### config.mk
export PLATFORM = sky130hd
export DESIGN_NAME = repeat_signal_generator_flat
export DESIGN_NICKNAME = d
export VERILOG_FILES = /design/src/rtl/repsig_pkg.sv /design/src/rtl/repsig_if.sv /design/src/rtl/reg_fifo.sv /design/src/rtl/repeat_signal_generator.sv /design/src/flat_wrapper.sv
export SDC_FILE = /design/constraint.sdc
export NUM_CORES = 1
export LEC_CHECK = 0
export CAP_MARGIN = 5
export CORE_ASPECT_RATIO = 2
export CORE_MARGIN = 2
export CORE_UTILIZATION = 54
export DETAILED_ROUTE_END_ITERATION = 7
export GPL_TIMING_DRIVEN = 1
export PLACE_DENSITY = 0.84
export RECOVER_POWER = 100
export SYNTH_ARGS = -nofsm -noshare
export SYNTH_HDL_FRONTEND = slang
export SYNTH_SLANG_ARGS = --single-unit
export TNS_END_PERCENT = 10
### constraint.sdc
create_clock -name clk -period 4.4 [get_ports clk]
set_input_delay 0.88 -clock clk [delete_from_list [all_inputs] [get_ports clk]]
set_output_delay 0.88 -clock clk [all_outputs]
set_load 0.02 [all_outputs]
### src/rtl/repsig_pkg.sv
// Shared constants and token classification for the repeat-signal generator.
package repsig_pkg;

  localparam int TOKEN_W = 17;

  localparam logic [TOKEN_W-1:0] TOK_DONE = 17'h10100;
  localparam logic [TOKEN_W-1:0] TOK_R    = 17'h00001;

  typedef enum logic [1:0] {
    KIND_DATA  = 2'd0,
    KIND_STOP  = 2'd1,
    KIND_DONE  = 2'd2,
    KIND_OTHER = 2'd3
  } tok_kind_e;

  function automatic tok_kind_e classify(input logic [TOKEN_W-1:0] tok);
    tok_kind_e kind;
    kind = KIND_OTHER;
    if (!tok[16]) begin
      kind = KIND_DATA;
    end else begin
      case (tok[9:8])
        2'b00:   kind = KIND_STOP;
        2'b01:   kind = KIND_DONE;
        default: kind = KIND_OTHER;
      endcase
    end
    return kind;
  endfunction

endpackage

### src/rtl/repsig_if.sv
// Base coordinate input stream and repeat-signal output stream of the generator.
// Handshake: a token moves on a rising clk edge when valid && ready (and clk_en);
// valid never waits on ready, and data/valid stay stable while valid && !ready.
interface repsig_if;
  import repsig_pkg::*;

  logic [TOKEN_W-1:0] base_data_in;
  logic               base_data_in_valid;
  logic               base_data_in_ready;
  logic [TOKEN_W-1:0] repsig_data_out;
  logic               repsig_data_out_valid;
  logic               repsig_data_out_ready;

  modport slave (
    input  base_data_in, base_data_in_valid, repsig_data_out_ready,
    output base_data_in_ready, repsig_data_out, repsig_data_out_valid
  );

  modport master (
    output base_data_in, base_data_in_valid, repsig_data_out_ready,
    input  base_data_in_ready, repsig_data_out, repsig_data_out_valid
  );
endinterface

### src/rtl/reg_fifo.sv
// Register-based ready/valid FIFO with synchronous flush and clock enable.
// push_ready is registered, so a pop on a full FIFO frees the slot only next cycle.
module reg_fifo #(
  parameter int DEPTH = 2,
  parameter int W     = 17
) (
  input  logic         clk,
  input  logic         rst_n,
  input  logic         clk_en,
  input  logic         flush,
  input  logic         push_valid,
  output logic         push_ready,
  input  logic [W-1:0] push_data,
  output logic         pop_valid,
  input  logic         pop_ready,
  output logic [W-1:0] pop_data
);
  localparam int PW = (DEPTH > 1) ? $clog2(DEPTH) : 1;
  localparam int CW = $clog2(DEPTH + 1);
  localparam logic [PW-1:0] LAST_PTR = PW'(DEPTH - 1);
  localparam logic [CW-1:0] FULL_CNT = CW'(DEPTH);

  logic [W-1:0]  mem [DEPTH];
  logic [PW-1:0] wr_ptr, rd_ptr;
  logic [CW-1:0] count, count_n;
  logic          ready_q;
  logic          push, pop;

  assign push       = clk_en && push_valid && ready_q;
  assign pop        = clk_en && pop_valid && pop_ready;
  assign pop_valid  = (count != '0);
  assign pop_data   = mem[rd_ptr];
  assign push_ready = ready_q;

  always_comb begin
    count_n = count;
    if (flush) begin
      count_n = '0;
    end else begin
      case ({push, pop})
        2'b10:   count_n = count + 1'b1;
        2'b01:   count_n = count - 1'b1;
        default: count_n = count;
      endcase
    end
  end

  // ready_q is low throughout reset and follows the next occupancy afterwards.
  always_ff @(posedge clk or negedge rst_n) begin
    if (!rst_n) begin
      wr_ptr  <= '0;
      rd_ptr  <= '0;
      count   <= '0;
      ready_q <= 1'b0;
      for (int i = 0; i < DEPTH; i++) mem[i] <= '0;
    end else begin
      count   <= count_n;
      ready_q <= (count_n != FULL_CNT);
      if (flush) begin
        wr_ptr <= '0;
        rd_ptr <= '0;
        for (int i = 0; i < DEPTH; i++) mem[i] <= '0;
      end else begin
        if (push) begin
          mem[wr_ptr] <= push_data;
          wr_ptr      <= (wr_ptr == LAST_PTR) ? '0 : wr_ptr + 1'b1;
        end
        if (pop) begin
          rd_ptr <= (rd_ptr == LAST_PTR) ? '0 : rd_ptr + 1'b1;
        end
      end
    end
  end
endmodule

### src/rtl/repeat_signal_generator.sv
// Turns a base coordinate stream into a repeat-signal stream (one token out per token in).
// Define REPSIG_OUT_FIFO_EN for a 2-entry output FIFO instead of a single output register.
module repeat_signal_generator
  import repsig_pkg::*;
(
  input  logic        clk,
  input  logic        rst_n,
  input  logic        clk_en,
  input  logic        flush,
  input  logic        tile_en,
  input  logic [15:0] stop_lvl,
  repsig_if.slave     bus
);
  logic               in_ready, in_valid, stage_ready;
  logic [TOKEN_W-1:0] in_data, xform;
  logic               out_valid;
  logic [TOKEN_W-1:0] out_data;
  logic               unused_stop_hi;

  assign unused_stop_hi = ^stop_lvl[15:8];

  reg_fifo #(.DEPTH(2), .W(TOKEN_W)) u_in_fifo (
    .clk        (clk),
    .rst_n      (rst_n),
    .clk_en     (clk_en),
    .flush      (flush),
    .push_valid (tile_en && bus.base_data_in_valid),
    .push_ready (in_ready),
    .push_data  (bus.base_data_in),
    .pop_valid  (in_valid),
    .pop_ready  (tile_en && stage_ready),
    .pop_data   (in_data)
  );

  assign bus.base_data_in_ready = tile_en && in_ready;

  // Stop levels wrap modulo 256; the rest of the stop token passes through.
  always_comb begin
    xform = in_data;
    case (classify(in_data))
      KIND_DATA: xform = TOK_R;
      KIND_STOP: xform = {in_data[16:8], in_data[7:0] + stop_lvl[7:0]};
      KIND_DONE: xform = TOK_DONE;
      default:   xform = in_data;
    endcase
  end

`ifdef REPSIG_OUT_FIFO_EN
  reg_fifo #(.DEPTH(2), .W(TOKEN_W)) u_out_fifo (
    .clk        (clk),
    .rst_n      (rst_n),
    .clk_en     (clk_en),
    .flush      (flush),
    .push_valid (tile_en && in_valid),
    .push_ready (stage_ready),
    .push_data  (xform),
    .pop_valid  (out_valid),
    .pop_ready  (tile_en && bus.repsig_data_out_ready),
    .pop_data   (out_data)
  );
`else
  logic out_pop, out_load;

  assign out_pop     = clk_en && tile_en && out_valid && bus.repsig_data_out_ready;
  assign stage_ready = !out_valid || out_pop;
  assign out_load    = clk_en && tile_en && in_valid && stage_ready;

  always_ff @(posedge clk or negedge rst_n) begin
    if (!rst_n) begin
      out_valid <= 1'b0;
      out_data  <= '0;
    end else if (flush) begin
      out_valid <= 1'b0;
      out_data  <= '0;
    end else if (out_load) begin
      out_valid <= 1'b1;
      out_data  <= xform;
    end else if (out_pop) begin
      out_valid <= 1'b0;
    end
  end
`endif

  assign bus.repsig_data_out_valid = tile_en && out_valid;
  assign bus.repsig_data_out       = out_data;
endmodule

### src/flat_wrapper.sv
// flat-port wrapper written by rule: the top's interface ports become plain ports
module repeat_signal_generator_flat import repsig_pkg::*;
  (clk, rst_n, clk_en, flush, tile_en, stop_lvl, bus_base_data_in, bus_base_data_in_valid, bus_repsig_data_out_ready, bus_base_data_in_ready, bus_repsig_data_out, bus_repsig_data_out_valid);
  repsig_if bus_i ();
  input  logic clk;
  input  logic rst_n;
  input  logic clk_en;
  input  logic flush;
  input  logic tile_en;
  input  logic [15:0] stop_lvl;
  input wire logic [$bits(bus_i.base_data_in)-1:0] bus_base_data_in;
  input wire logic [$bits(bus_i.base_data_in_valid)-1:0] bus_base_data_in_valid;
  input wire logic [$bits(bus_i.repsig_data_out_ready)-1:0] bus_repsig_data_out_ready;
  output wire logic [$bits(bus_i.base_data_in_ready)-1:0] bus_base_data_in_ready;
  output wire logic [$bits(bus_i.repsig_data_out)-1:0] bus_repsig_data_out;
  output wire logic [$bits(bus_i.repsig_data_out_valid)-1:0] bus_repsig_data_out_valid;
  assign bus_i.base_data_in = bus_base_data_in;
  assign bus_i.base_data_in_valid = bus_base_data_in_valid;
  assign bus_i.repsig_data_out_ready = bus_repsig_data_out_ready;
  assign bus_base_data_in_ready = bus_i.base_data_in_ready;
  assign bus_repsig_data_out = bus_i.repsig_data_out;
  assign bus_repsig_data_out_valid = bus_i.repsig_data_out_valid;
  repeat_signal_generator u_core (.clk(clk), .rst_n(rst_n), .clk_en(clk_en), .flush(flush), .tile_en(tile_en), .stop_lvl(stop_lvl), .bus(bus_i));
endmodule
==> flow_results.org, run 1 <==
** Clocking
- In this run the number of H-tree levels came out at 3.
- Counting the buffers created by CTS gives 9.
- Register clock-pin slew on the reported worst setup and hold paths :: 0.07 ns
- In this run, post-CTS repair resized a total of 0 instances.
- Post-CTS Setup Repair Bufs :: 0
- Clock tree from TritonCTS :: done
- Post-cts hold buffer count :: 0
- Clock tree buffer depth :: 2
- Number of clock sinks seen by CTS :: 57
- The cell sitting at the root of the clock tree is a clkbuf_8.
- At the later pin of the worst-skew pair, clock insertion delay measures 0.33 ns.

** Synthesis
- Yosys mapped the design onto 41 distinct sky130hd cell types.
- Most instantiated cells after synthesis :: dfrtp_1, a22o_1, o21ai_0, nor2_1, mux2i_1
- Main flop type after synthesis :: dfrtp_1
- Post-synth top area cell :: dfrtp_1
- In the synthesized netlist the async set-or-reset flop fraction comes to 100.0%.
- Most frequent cell after synthesis :: dfrtp_1
- Synthesis handed over a netlist of 223 instances.
- In the post-synthesis netlist, the biggest area contributors are dfrtp_1, a22o_1, ha_1, mux2i_1, mux2_2.
- Counting flops and latches in the post-synthesis netlist gives 57.
- The number of nets in the synthesized netlist is 272.
- Number of enable-type register cells in the synthesized netlist :: 0
- After synthesis, the mean cell area works out to 12.16 um2.
- Synth Warn # :: 0
- Sequential elements use 52.58% of the synthesized area.
- Summed instance area of the synthesized netlist :: 2713 um2
- Area share of the leading cell type in the synthesized netlist :: 52.58%

** Detailed routing
- DRT Pass-1 Iters :: 5
- Via count normalized by instance count :: 5.983
- Remaining number of nets flagged by the antenna check after routing :: 0
- DRC viols :: 0
- Across all layers, the routed design uses 2052 vias.
- Routed wire length per instance :: 18.12 um
- For this block, the initial DRC count from the detailed router was 60.
- For this block, the routed nets add up to 6215 um of wire.

** Critical path
- At the worst endpoint, the arrival time is 3.51 ns.
- Total buffers and inverters traversed by the critical path :: 1
- CP top delay family :: compound AO/OA/AOI/OAI gates
- The slowest stage of the critical path is the nor3_1 cell.
- For the worst flop-to-flop path, the logic depth is 5.
- The worst setup path is launched from an input pin.
- The cell that appears most often on the critical path is o21ai_0.
- Cell-by-cell listing of the critical path :: dlygate4sd3_1 -> o211a_2 -> nand2_1 -> nor3_1 -> o21ai_0 -> o21ai_0
- In this run the worst path has a maximum fanout of 8.
- CP required :: 4.64 ns
- Register-to-register setup slack :: 1.61 ns
- The endpoint identified for the worst register-to-register timing path is u_core.bus.repsig_data_out[15].
- Critical path's largest stage delay :: 0.79 ns
- The critical path runs through a total of 6 cells.
- Worst setup path class :: in -> reg
- R2r startpoint :: u_core.u_in_fifo.rd_ptr
- The worst setup path is captured at a flop.

** STA
- Slew margin rel. :: 39.28%
- Setup violations remaining at the end of the flow were counted as 0.
- Clock period minus final worst setup slack :: 3.270 ns
- Maximum clock frequency :: 0.3058 GHz
- Final hold slack :: 0.4741 ns
- Dividing the final minimum period by the clock period gives 74.33%.
- Number of hold-slack violations in the final timing report :: 0
- Count of final max-slew check failures :: 0
- RSZ-0062 raised after global routing :: no
- For the pin with the worst max-slew slack, the measured transition is 0.9039 ns.
- Across the routed clock network, the largest skew measured is 0.007503 ns.
- For the final routed database, the setup TNS stands at 0 ns.
- After layout, the worst setup slack is 1.130 ns.

** Worst hold path
- HP Start :: u_core.bus.repsig_data_out[11]
- Along the worst hold path, the cell count comes to 2.
- The worst hold path terminates at u_core.bus.repsig_data_out[11].
- The tightest min-delay check is of the reg -> reg type.

** Floorplan
- Pin placement for this block handled 59 I/O pins.
- Number of core rows :: 36
- Measured along the x axis, the die boundary spans 54.12 um.
- The die is 104.2 um tall.
- Die ar. :: 5640 um2
- Initial core utilization :: 55.76%
- The core region is 4865 um2.

** GRT
- Summed over all layers, the global routing overflow is 0.
- The via count of the first global-routing pass was 2124.
- The number of antenna violations at the first check in global routing was 0.
- The first global-routing pass estimated 10210 um of wire.
- Global routing used 25.04% of the available tracks.
- Pin count of the biggest net entering global routing :: 58

** Pwr
- Dividing total power by cell area gives a power density of 363.8 nW/um2.
- Worst ir drop on vdd :: 0.3880 mV
- Summed over all cells, the static leakage comes to 1.650 nW.

** Placement
- Prior to clock tree synthesis, the placed netlist has a worst setup slack of 1.311 ns.
- Number of buffer cells added on primary ports :: 50
- Global placement routability congestion :: 0.8645
- Detailed placement finished with a half-perimeter wire length of 4329 um.

** Cells and area
- After the last flow step, the layout net total stands at 330.
- The post-route netlist has 10.84% of its cells at a drive strength greater than 1.
- Utilization of the core after routing :: 71.71%
- The number of antenna diodes in the final layout is 0.
- Layout Area Growth over Synthesis :: 28.60%

** Run
- Across the run, the number of max-cap violations was 0.

** Run status
- The run finished with clean final reports.
state kept, by name, summed over array words and instances, names as in the netlist:
signal                       cells
u_core.u_in_fifo.count           2
u_core.u_in_fifo.rd_ptr          1
u_core.out_valid                 1
u_core.u_in_fifo.wr_ptr          1
u_core.u_in_fifo.mem            34
u_core.bus.repsig_data_out      17
u_core.u_in_fifo.push_ready      1
report_power, final:
group	switching, mW	internal [mW]
sequential	0.00893	0.534
clock	0.200	0.408
combinational	0.0624	0.0554
worst register-to-register path: stages, from the launching register on:
cell,delay [ns]
dfrtp_1,0.72
buf_4,0.33
mux2i_1,0.13
nor3_1,0.70
o21ai_0,0.52
o21ai_0,0.31
worst max path at each step:
stage | from | endpoint | slack [ns]
3_3_place_gp | tile_en | bus_base_data_in_ready | 1.33
5_1_grt | tile_en | u_core.bus.repsig_data_out[15] | 0.90
2_1_floorplan | stop_lvl[0] | u_core.bus.repsig_data_out[6] | 2.11
4_1_cts | tile_en | bus_repsig_data_out_valid | 1.31
3_5_place_dp | tile_en | bus_repsig_data_out_valid | 1.31
6_report | tile_en | u_core.bus.repsig_data_out[15] | 1.13
kinds of logic (layout without fill, tap and decap cells):
logic type | after synthesis | in the layout | synth area share, %
DFF | 57 | 57 | 52.58
and+or+nand+nor | 35 | 35 | 7.611
AOI/OAI and AO/OA | 83 | 83 | 23.34
xor gates and xnor gates | 8 | 8 | 3.136
adders and majority gates | 9 | 9 | 4.428
buffers and inverters | 15 | 78 | 2.675
muxes | 16 | 16 | 6.227
metal layers:
layer	up-vias	global-route usage (%)	part of all wire (%)
met5	-	0	0
met3	16	4.310	4.1
met2	56	42.33	53
met4	0	11.43	3.5
met1	1021	29.34	39
li1	959	-	-
metrics by stage:
step | std cells | total power [mW] | instance area, um2
6_report | 343 | 1.269 | 3488
5_1_grt | 343 | 1.318 | 3488
4_1_cts | 343 | 1.278 | 3528
3_5_place_dp | 327 | 0.6734 | 3274
3_3_place_gp | 327 | 0.6700 | 3274
2_1_floorplan | 223 | 0.6115 | 2713
cell type report:
class,instances,area (um2)
Clock buffer,12,155.1
Sequential cell,57,1426
Multi-Input combinational cell,151,1181
Fill cell,357,1376
Clock inverter,4,98.84
Timing Repair Buffer,56,533.0
Inverter,6,22.52
Tap cell,57,71.32
placed cells by master (no fill, tap or decap), drive strengths merged, types with 5 or more instances in the layout:
cell type	Yosys	layout
a21oi	7	7
a22o	39	39
buf	7	5
clkbuf	2	14
clkdlybuf4s50	0	28
dfrtp	57	57
dlygate4sd3	0	21
ha	8	8
inv	6	6
mux2	7	7
mux2i	9	9
nand2	8	8
nor2	10	10
o21ai	13	13
xor2	5	5
Note: power is estimated with default switching activity, not from simulation.
==> run 2: changes to the inputs <==
Settings changed: CORE_UTILIZATION 54 to 50, PLACE_DENSITY 0.84 to 0.79.
Clock period 4.4 ns to 3.1 ns, I/O delays scaled along.
==> flow_results.org, run 2 (synthesis results as in run 1) <==
** Run status
- Status: finished, final reports clean (unchanged).

** Floorplan
- The number of standard-cell rows in the floorplan came to 38 (was 36).
- The total I/O pin count is 59 (unchanged).
- The horizontal die dimension came to 56.08 um (was 54.12 um).
- The vertical die dimension came to 108.2 um (was 104.2 um).
- Core Footprint :: 5325 um2 (was 4865 um2)
- Initial core utilization :: 50.94% (was 55.76%)
- Die ar. :: 6066 um2 (was 5640 um2)

** Detailed routing
- The via total after detailed routing came to 2110 (was 2052).
- Remaining number of nets flagged by the antenna check after routing :: 0 (unchanged)
- The residual DRC count was 0 (unchanged).
- Number of violations reported at the end of detailed-routing iteration 0 :: 72 (was 60)
- The ratio of routed vias to standard cells was 6.098 (was 5.983).
- The number of search-and-repair iterations in the first detailed-routing pass is 4 (was 5).
- The total routed wirelength came to 6332 um (was 6215 um).
- Routed wire length per instance :: 18.30 um (was 18.12 um)

** STA
- Maximum clock frequency :: 0.3753 GHz
- Clock period minus final worst setup slack :: 2.664 ns
- Final hold slack :: 0.4852 ns (was 0.4741 ns)
- Worst-margin pin slew :: 1.391 ns (was 0.9039 ns)
- The setup clock skew after layout was 0.005406 ns (was 0.007503 ns).
- The final critical path takes up 85.95% of the cycle.
- RSZ-0062 raised after global routing :: no (unchanged)
- Slew margin rel. :: 7.282% (was 39.28%)
- Count of final max-slew check failures :: 0 (unchanged)
- The number of hold-slack violations in the final timing report was 0 (unchanged).
- The final sum of negative setup slack came to 0 ns (unchanged).
- Final setup fails :: 0 (unchanged)

** Critical path
- The signal arrival time at the worst endpoint is 2.04 ns (was 3.51 ns).
- Cell-by-cell listing of the critical path: dlygate4sd3_1 -> and2_1 -> dlygate4sd3_1 (was dlygate4sd3_1 -> o211a_2 -> nand2_1 -> nor3_1 -> o21ai_0 -> o21ai_0).
- Total buffers and inverters traversed by the critical path :: 2 (was 1)
- Critical path's largest stage delay :: 0.67 ns (was 0.79 ns)
- CP top delay family :: buffers and inverters (was compound AO/OA/AOI/OAI gates)
- Worst Setup End Kind :: output pin (was flop)
- The kind of launch point of the worst setup path is an input pin (unchanged).
- The library cell appearing most often on the critical path was dlygate4sd3_1 (was o21ai_0).
- The maximum fanout along the worst path was 5 (was 8).
- The critical path required time is 2.48 ns (was 4.64 ns).
- The cell with the biggest individual delay on the critical path was dlygate4sd3_1 (was nor3_1).
- Worst setup path class :: in -> out (was in -> reg)

** Placement
- The half-perimeter wire length after detailed placement was 4419 um (was 4329 um).
- The number of placed cells counting well taps is 330 (was 327).
- The count of buffers from port buffering is 50 (unchanged).
- Global placement routability congestion :: 0.7943 (was 0.8645)

** Cells and area
- The number of flip-flops under the largest register name is 34 (unchanged).
- The final instance count without filler cells is 346 (was 343).
- The final net count was 330 (unchanged).
- The utilization after layout came to 65.41% (was 71.71%).
- The most common cell after layout, fill and taps aside is dfrtp_1 (unchanged).
- Top reg by flops :: u_core.u_in_fifo.mem (unchanged)
- The number of fill cells was 437 (was 357).
- Layout Area Growth over Synthesis :: 28.41% (was 28.60%)
- The fraction of final layout cells sized beyond drive strength 1 is 11.19% (was 10.84%).
- The count of inserted antenna diode cells is 0 (unchanged).
- Commonest cells after routing, fill and taps aside: dfrtp_1, a22o_1, clkdlybuf4s50_1 (unchanged).

** Worst hold path
- The worst hold-check path type is reg -> reg (unchanged).

** Pwr
- Relative contribution of sequential cells to total power :: 42.9% (was 42.8%)
- PD cells :: 515.0 nW/um2 (was 363.8 nW/um2)
- Internal cell power :: 1.392 mW (was 0.9975 mW)
- The net load switching power is 0.4016 mW (was 0.2716 mW).
- The highest ir drop seen on vdd came to 0.4477 mV (was 0.3880 mV).
- Combinational fraction of design power :: 9.6% (was 9.3%)
- The switching part of the total was 22.39% (was 21.40%).
- Clock share of power :: 47.6% (was 47.9%)
- Cell leakage power :: 1.645 nW (was 1.650 nW)
- The total power was 1.794 mW (was 1.269 mW).

** Clocking
- The CTS tree is done (unchanged).
- Clock tree root buffer cell :: clkbuf_8 (unchanged)
- TritonCTS Buffers :: 9 (unchanged)
- Level count of the clock H-tree :: 3 (unchanged)
- The maximum clock insertion buffer count came to 2 (unchanged).
- The clock sink total came to 57 (unchanged).
- # resized after CTS :: 0 (unchanged)
- Post-CTS Setup Repair Bufs :: 0 (unchanged)
- Latest clock arrival within the worst-skew pair :: 0.34 ns (was 0.33 ns)
- The post-CTS clock slew at the launch and capture registers of the worst setup and hold paths is 0.06 ns (was 0.07 ns).
- Post-cts hold buffer count :: 0 (unchanged)

** GRT
- The global-route usage over all layers came to 22.75% (was 25.04%).
- Vias in the first global route :: 2222 (was 2124)
- The number of antenna violations at the first check in global routing came to 0 (unchanged).
- Pin count of the biggest net entering global routing :: 58 (unchanged)
- The wire length of the first global-routing pass is 10520 um (was 10210 um).
- Remaining global-route overflow :: 0 (unchanged)

** Run
- The count of max-cap constraint violations was 0 (unchanged).
run 2: area by class of cell:
| cell class | instances | area [um2] | share of cell area (%) |
|---|---|---|---|
| flip-flops and latches | 57 | 1426 | 40.95 |
| inverters | 6 | 22.52 | 0.6466 |
| clock inverters | 5 | 102.6 | 2.945 |
| well taps | 60 | 75.07 | 2.155 |
| multi-input cells | 151 | 1181 | 33.91 |
| clock buffers | 11 | 141.4 | 4.059 |
| repair buffers | 56 | 534.3 | 15.34 |
run 2: worst paths after layout:
| check | from | to | slack, ns | cells after the start |
|---|---|---|---|---|
| setup reg to reg | u_core.u_in_fifo.rd_ptr | u_core.bus.repsig_data_out[7] | 0.57 | 8 |
| hold reg to reg | u_core.bus.repsig_data_out[16] | u_core.bus.repsig_data_out[16] | 0.49 | 1 |
| min in group asynchronous | rst_n | u_core.bus.repsig_data_out[4] | 0.67 | 2 |
| hold / removal | u_core.bus.repsig_data_out[16] | u_core.bus.repsig_data_out[16] | 0.49 | 1 |
| setup / recovery | tile_en | bus_base_data_in_ready | 0.44 | 3 |
| max in group asynchronous | rst_n | u_core.bus.repsig_data_out[1] | 1.58 | 2 |
run 2: stage by stage:
stage               worst slack (ns)  area [um2]
floorplan                     0.9063        2713
global placement              0.3893        3278
detailed placement            0.3438        3278
CTS                           0.5241        3522
global route                  0.3188        3483
finish                        0.4356        3483
run 2: routing by layer:
| metal | up-vias | GRT usage (%) | share of wire [%] |
|---|---|---|---|
| met5 | - | 0 | 0 |
| met4 | 0 | 11.05 | 2.5 |
| met3 | 16 | 5.383 | 4.2 |
| met2 | 73 | 37.31 | 51 |
| met1 | 1053 | 27.96 | 42 |
| li1 | 968 | - | - |
run 2: power groups by stage:
stage,sequential [mW],combinational (mW),clock [mW]
6_report,0.769,0.172,0.853
2_1_floorplan,0.780,0.0880,0
4_1_cts,0.769,0.178,0.867
5_1_grt,0.770,0.189,0.896
3_3_place_gp,0.782,0.170,0
3_5_place_dp,0.782,0.176,0
==> run 3: changes to the inputs <==
Settings changed: CORE_ASPECT_RATIO 2 to unset, CORE_UTILIZATION 50 to 45, PLACE_DENSITY 0.79 to 0.75.
Clock period 3.1 ns to 2.43 ns, I/O delays scaled along.
==> flow_results.org, run 3 (synthesis results as in run 1) <==
** Run status
- Status: finished, final reports clean (unchanged).

** STA
- The headroom to the max-slew limit came to 22.17% (was 7.282%).
- The final sum of negative setup slack is 0 ns (unchanged).
- The number of hold-slack violations in the final timing report is 0 (unchanged).
- The setup clock skew after layout is 0.01346 ns (was 0.005406 ns).
- Clock period minus final worst setup slack :: 2.346 ns
- Maximum clock frequency :: 0.4262 GHz
- Worst-margin pin slew :: 1.167 ns (was 1.391 ns)
- Of the available clock period, the critical path in the final layout requires 96.56%.
- Count of final max-slew check failures :: 0 (unchanged)
- The final number of setup-violating endpoints came to 0 (unchanged).

** Detailed routing
- DRC viols :: 0 (unchanged)
- The number of nets with antenna violations after detailed routing was 0 (unchanged).
- Total wire length :: 6155 um (was 6332 um)
- Via count normalized by instance count :: 5.566 (was 6.098)
- Number of violations reported at the end of detailed-routing iteration 0 :: 181 (was 72)
- DRT Pass-1 Iters :: 4 (unchanged)
- The routed length per placed instance came to 16.50 um (was 18.30 um).
- The via total after detailed routing came to 2076 (was 2110).
- The uppermost signal routing layer after detailed routing is met4 (unchanged).
- Met2 layer wire length in the routed design :: 2984 um (was 3236 um)
- The routed length on met3 was 255 um (was 263 um).
- The total routed wire length on the met1 layer was 2816 um (was 2671 um).

** GRT
- The global-route usage over all layers is 20.73% (was 22.75%).
- The overflow left after global routing came to 0 (unchanged).
- The maximum number of pins on one net before global-route repair is 23 (was 58).
- The number of antenna violations at the first check in global routing was 0 (unchanged).
- Vias in the first global route :: 2122 (was 2222)
- First-pass GRT wire length :: 10230 um (was 10520 um)

** Critical path
- Worst setup path class :: reg -> reg (was in -> out)
- CP required :: 2.69 ns (was 2.48 ns)
- The critical path capture point type was a flop (was output pin).
- Critical Path AT :: 2.60 ns (was 2.04 ns)
- The kind of launch point of the worst setup path is a flop (was input pin).
- The maximum fanout along the worst path was 5 (unchanged).
- Cell-by-cell listing of the critical path: buf_4 -> mux2_2 -> ha_1 -> o21ai_0 -> o21ai_0 -> a31oi_1 -> xor3_1 -> o22ai_1 (was dlygate4sd3_1 -> and2_1 -> dlygate4sd3_1).
- Critical path's largest stage delay :: 0.43 ns (was 0.67 ns)
- CP top delay family :: compound AO/OA/AOI/OAI gates (was buffers and inverters)
- The library cell appearing most often on the critical path is o21ai_0 (was dlygate4sd3_1).
- The cell with the biggest individual delay on the critical path is dfrtp_2 (was dlygate4sd3_1).
- The buffering stage count on the worst path with inverters included came to 1 (was 2).

** Placement
- The count of buffers from port buffering was 50 (unchanged).
- The global placer's final weighted congestion came to 0.8422 (was 0.7943).
- Dpl hpwl :: 4379 um (was 4419 um)

** Clocking
- Clock tree from TritonCTS :: done (unchanged)
- Number of clock sinks seen by CTS :: 57 (unchanged)
- The CTS H-tree depth came to 3 (unchanged).
- The post-CTS clock slew at the launch and capture registers of the worst setup and hold paths came to 0.07 ns (was 0.06 ns).
- Latest clock arrival within the worst-skew pair :: 0.34 ns (about the same)
- Clock tree buffer depth :: 2 (unchanged)
- The root cell of the clock tree was clkbuf_8 (unchanged).
- The number of buffers created by CTS came to 9 (unchanged).

** Pwr
- The cell area power density is 559.5 nW/um2 (was 515.0 nW/um2).
- The leakage power of the design is 1.668 nW (was 1.645 nW).
- Worst ir drop on vdd :: 0.2787 mV (was 0.4477 mV)
- Overall power after layout :: 1.982 mW (was 1.794 mW)

** Worst hold path
- Worst hold path type :: in -> async (was reg -> reg)

** Cells and area
- Share of final-layout standard cells stronger than drive strength 1 :: 15.44% (was 11.19%)
- Flip-flop count of the largest register, all copies and words added :: 34 (unchanged)
- Top reg by flops :: u_core.u_in_fifo.mem (unchanged)
- The number of fill cells came to 477 (was 437).
- Commonest cells after routing, fill and taps aside :: dfrtp_1, a22o_1, clkdlybuf4s50_1 (unchanged)
- The most common cell after layout, fill and taps aside was dfrtp_1 (unchanged).
- The final net count came to 342 (was 330).
- The area added between synthesis and finish is 30.58% (was 28.41%).
- Count of inserted antenna diode cells :: 0 (unchanged)

** Floorplan
- The number of standard-cell rows in the floorplan is 28 (was 38).
- Initial core utilization :: 46.09% (was 50.94%)
- Core Footprint :: 5886 um2 (was 5325 um2)
- The die area came to 6665 um2 (was 6066 um2).
- Top Ports :: 59 (unchanged)
- The horizontal die dimension came to 81.64 um (was 56.08 um).
- The vertical die dimension is 81.64 um (was 108.2 um).

** Run
- The count of max-cap constraint violations came to 0 (unchanged).
[run 3: cell count changes in the layout (fill, tap and decap cells not counted), moves of 2 or more]
cell / before / now
buf_4: 4 / 12
bufinv_16: 3 / 0
clkbuf_1: 2 / 6
clkdlybuf4s50_1: 28 / 31
clkinv_2: 1 / 3
dlygate4sd3_1: 21 / 18
[run 3: repair_timing]
item                       4_1_cts  5_1_grt
setup endpoints to repair        0        3
setup buffers                    0        1
gates resized for setup          0        4
hold buffers                     0        0
[run 3: power by group]
| group | switching, mW | internal, mW | total [mW] |
|---|---|---|---|
| Combinational | 0.121 | 0.109 | 0.229 |
| Clock | 0.380 | 0.393 | 0.773 |
| Sequential | 0.0130 | 0.967 | 0.980 |
[run 3: worst paths after layout]
check,from,end,slack [ns],cells past startpoint
min in group clk,u_core.bus.repsig_data_out[12],u_core.bus.repsig_data_out[12],0.47,2
max in group asynchronous,rst_n,u_core.u_in_fifo.rd_ptr,0.61,2
max reg2reg,u_core.u_in_fifo.rd_ptr,u_core.bus.repsig_data_out[7],0.08,8
min,rst_n,u_core.bus.repsig_data_out[12],0.20,1
min reg2reg,u_core.bus.repsig_data_out[12],u_core.bus.repsig_data_out[12],0.47,2
max,u_core.u_in_fifo.rd_ptr,u_core.bus.repsig_data_out[7],0.08,8
[run 3: layout make-up]
class / count / area [um2] / share of cell area (%)
tap: 75 / 93.84 / 2.649
inverter: 6 / 22.52 / 0.6358
timing repair buffer: 68 / 609.3 / 17.20
multi-input combinational: 151 / 1216 / 34.33
clock inverter: 5 / 31.28 / 0.8831
sequential: 57 / 1428 / 40.30
clock buffer: 11 / 141.4 / 3.992
[run 3: through the flow]
stage | area, um2 | instances | hold WS, ns | setup slack (ns) | utilization (%)
finish | 3542 | 373 | 0.2034 | 0.08361 | 60.18
global route | 3542 | 373 | 0.2629 | -0.05327 | 60.18
CTS | 3565 | 372 | 0.03933 | 0.03223 | 60.57
detailed placement | 3392 | 356 | 0.4122 | -0.1266 | 57.63
global placement | 3392 | 356 | 0.4048 | -0.06721 | 57.63
floorplan | 2713 | 223 | 0.1904 | 0.2363 | -
[run 3: routing by layer]
layer / vias up / global-route usage (%)
li1: 987 / -
met1: 1031 / 26.83
met2: 49 / 33.52
met3: 9 / 5.165
met4: 0 / 8.333
met5: - / 0
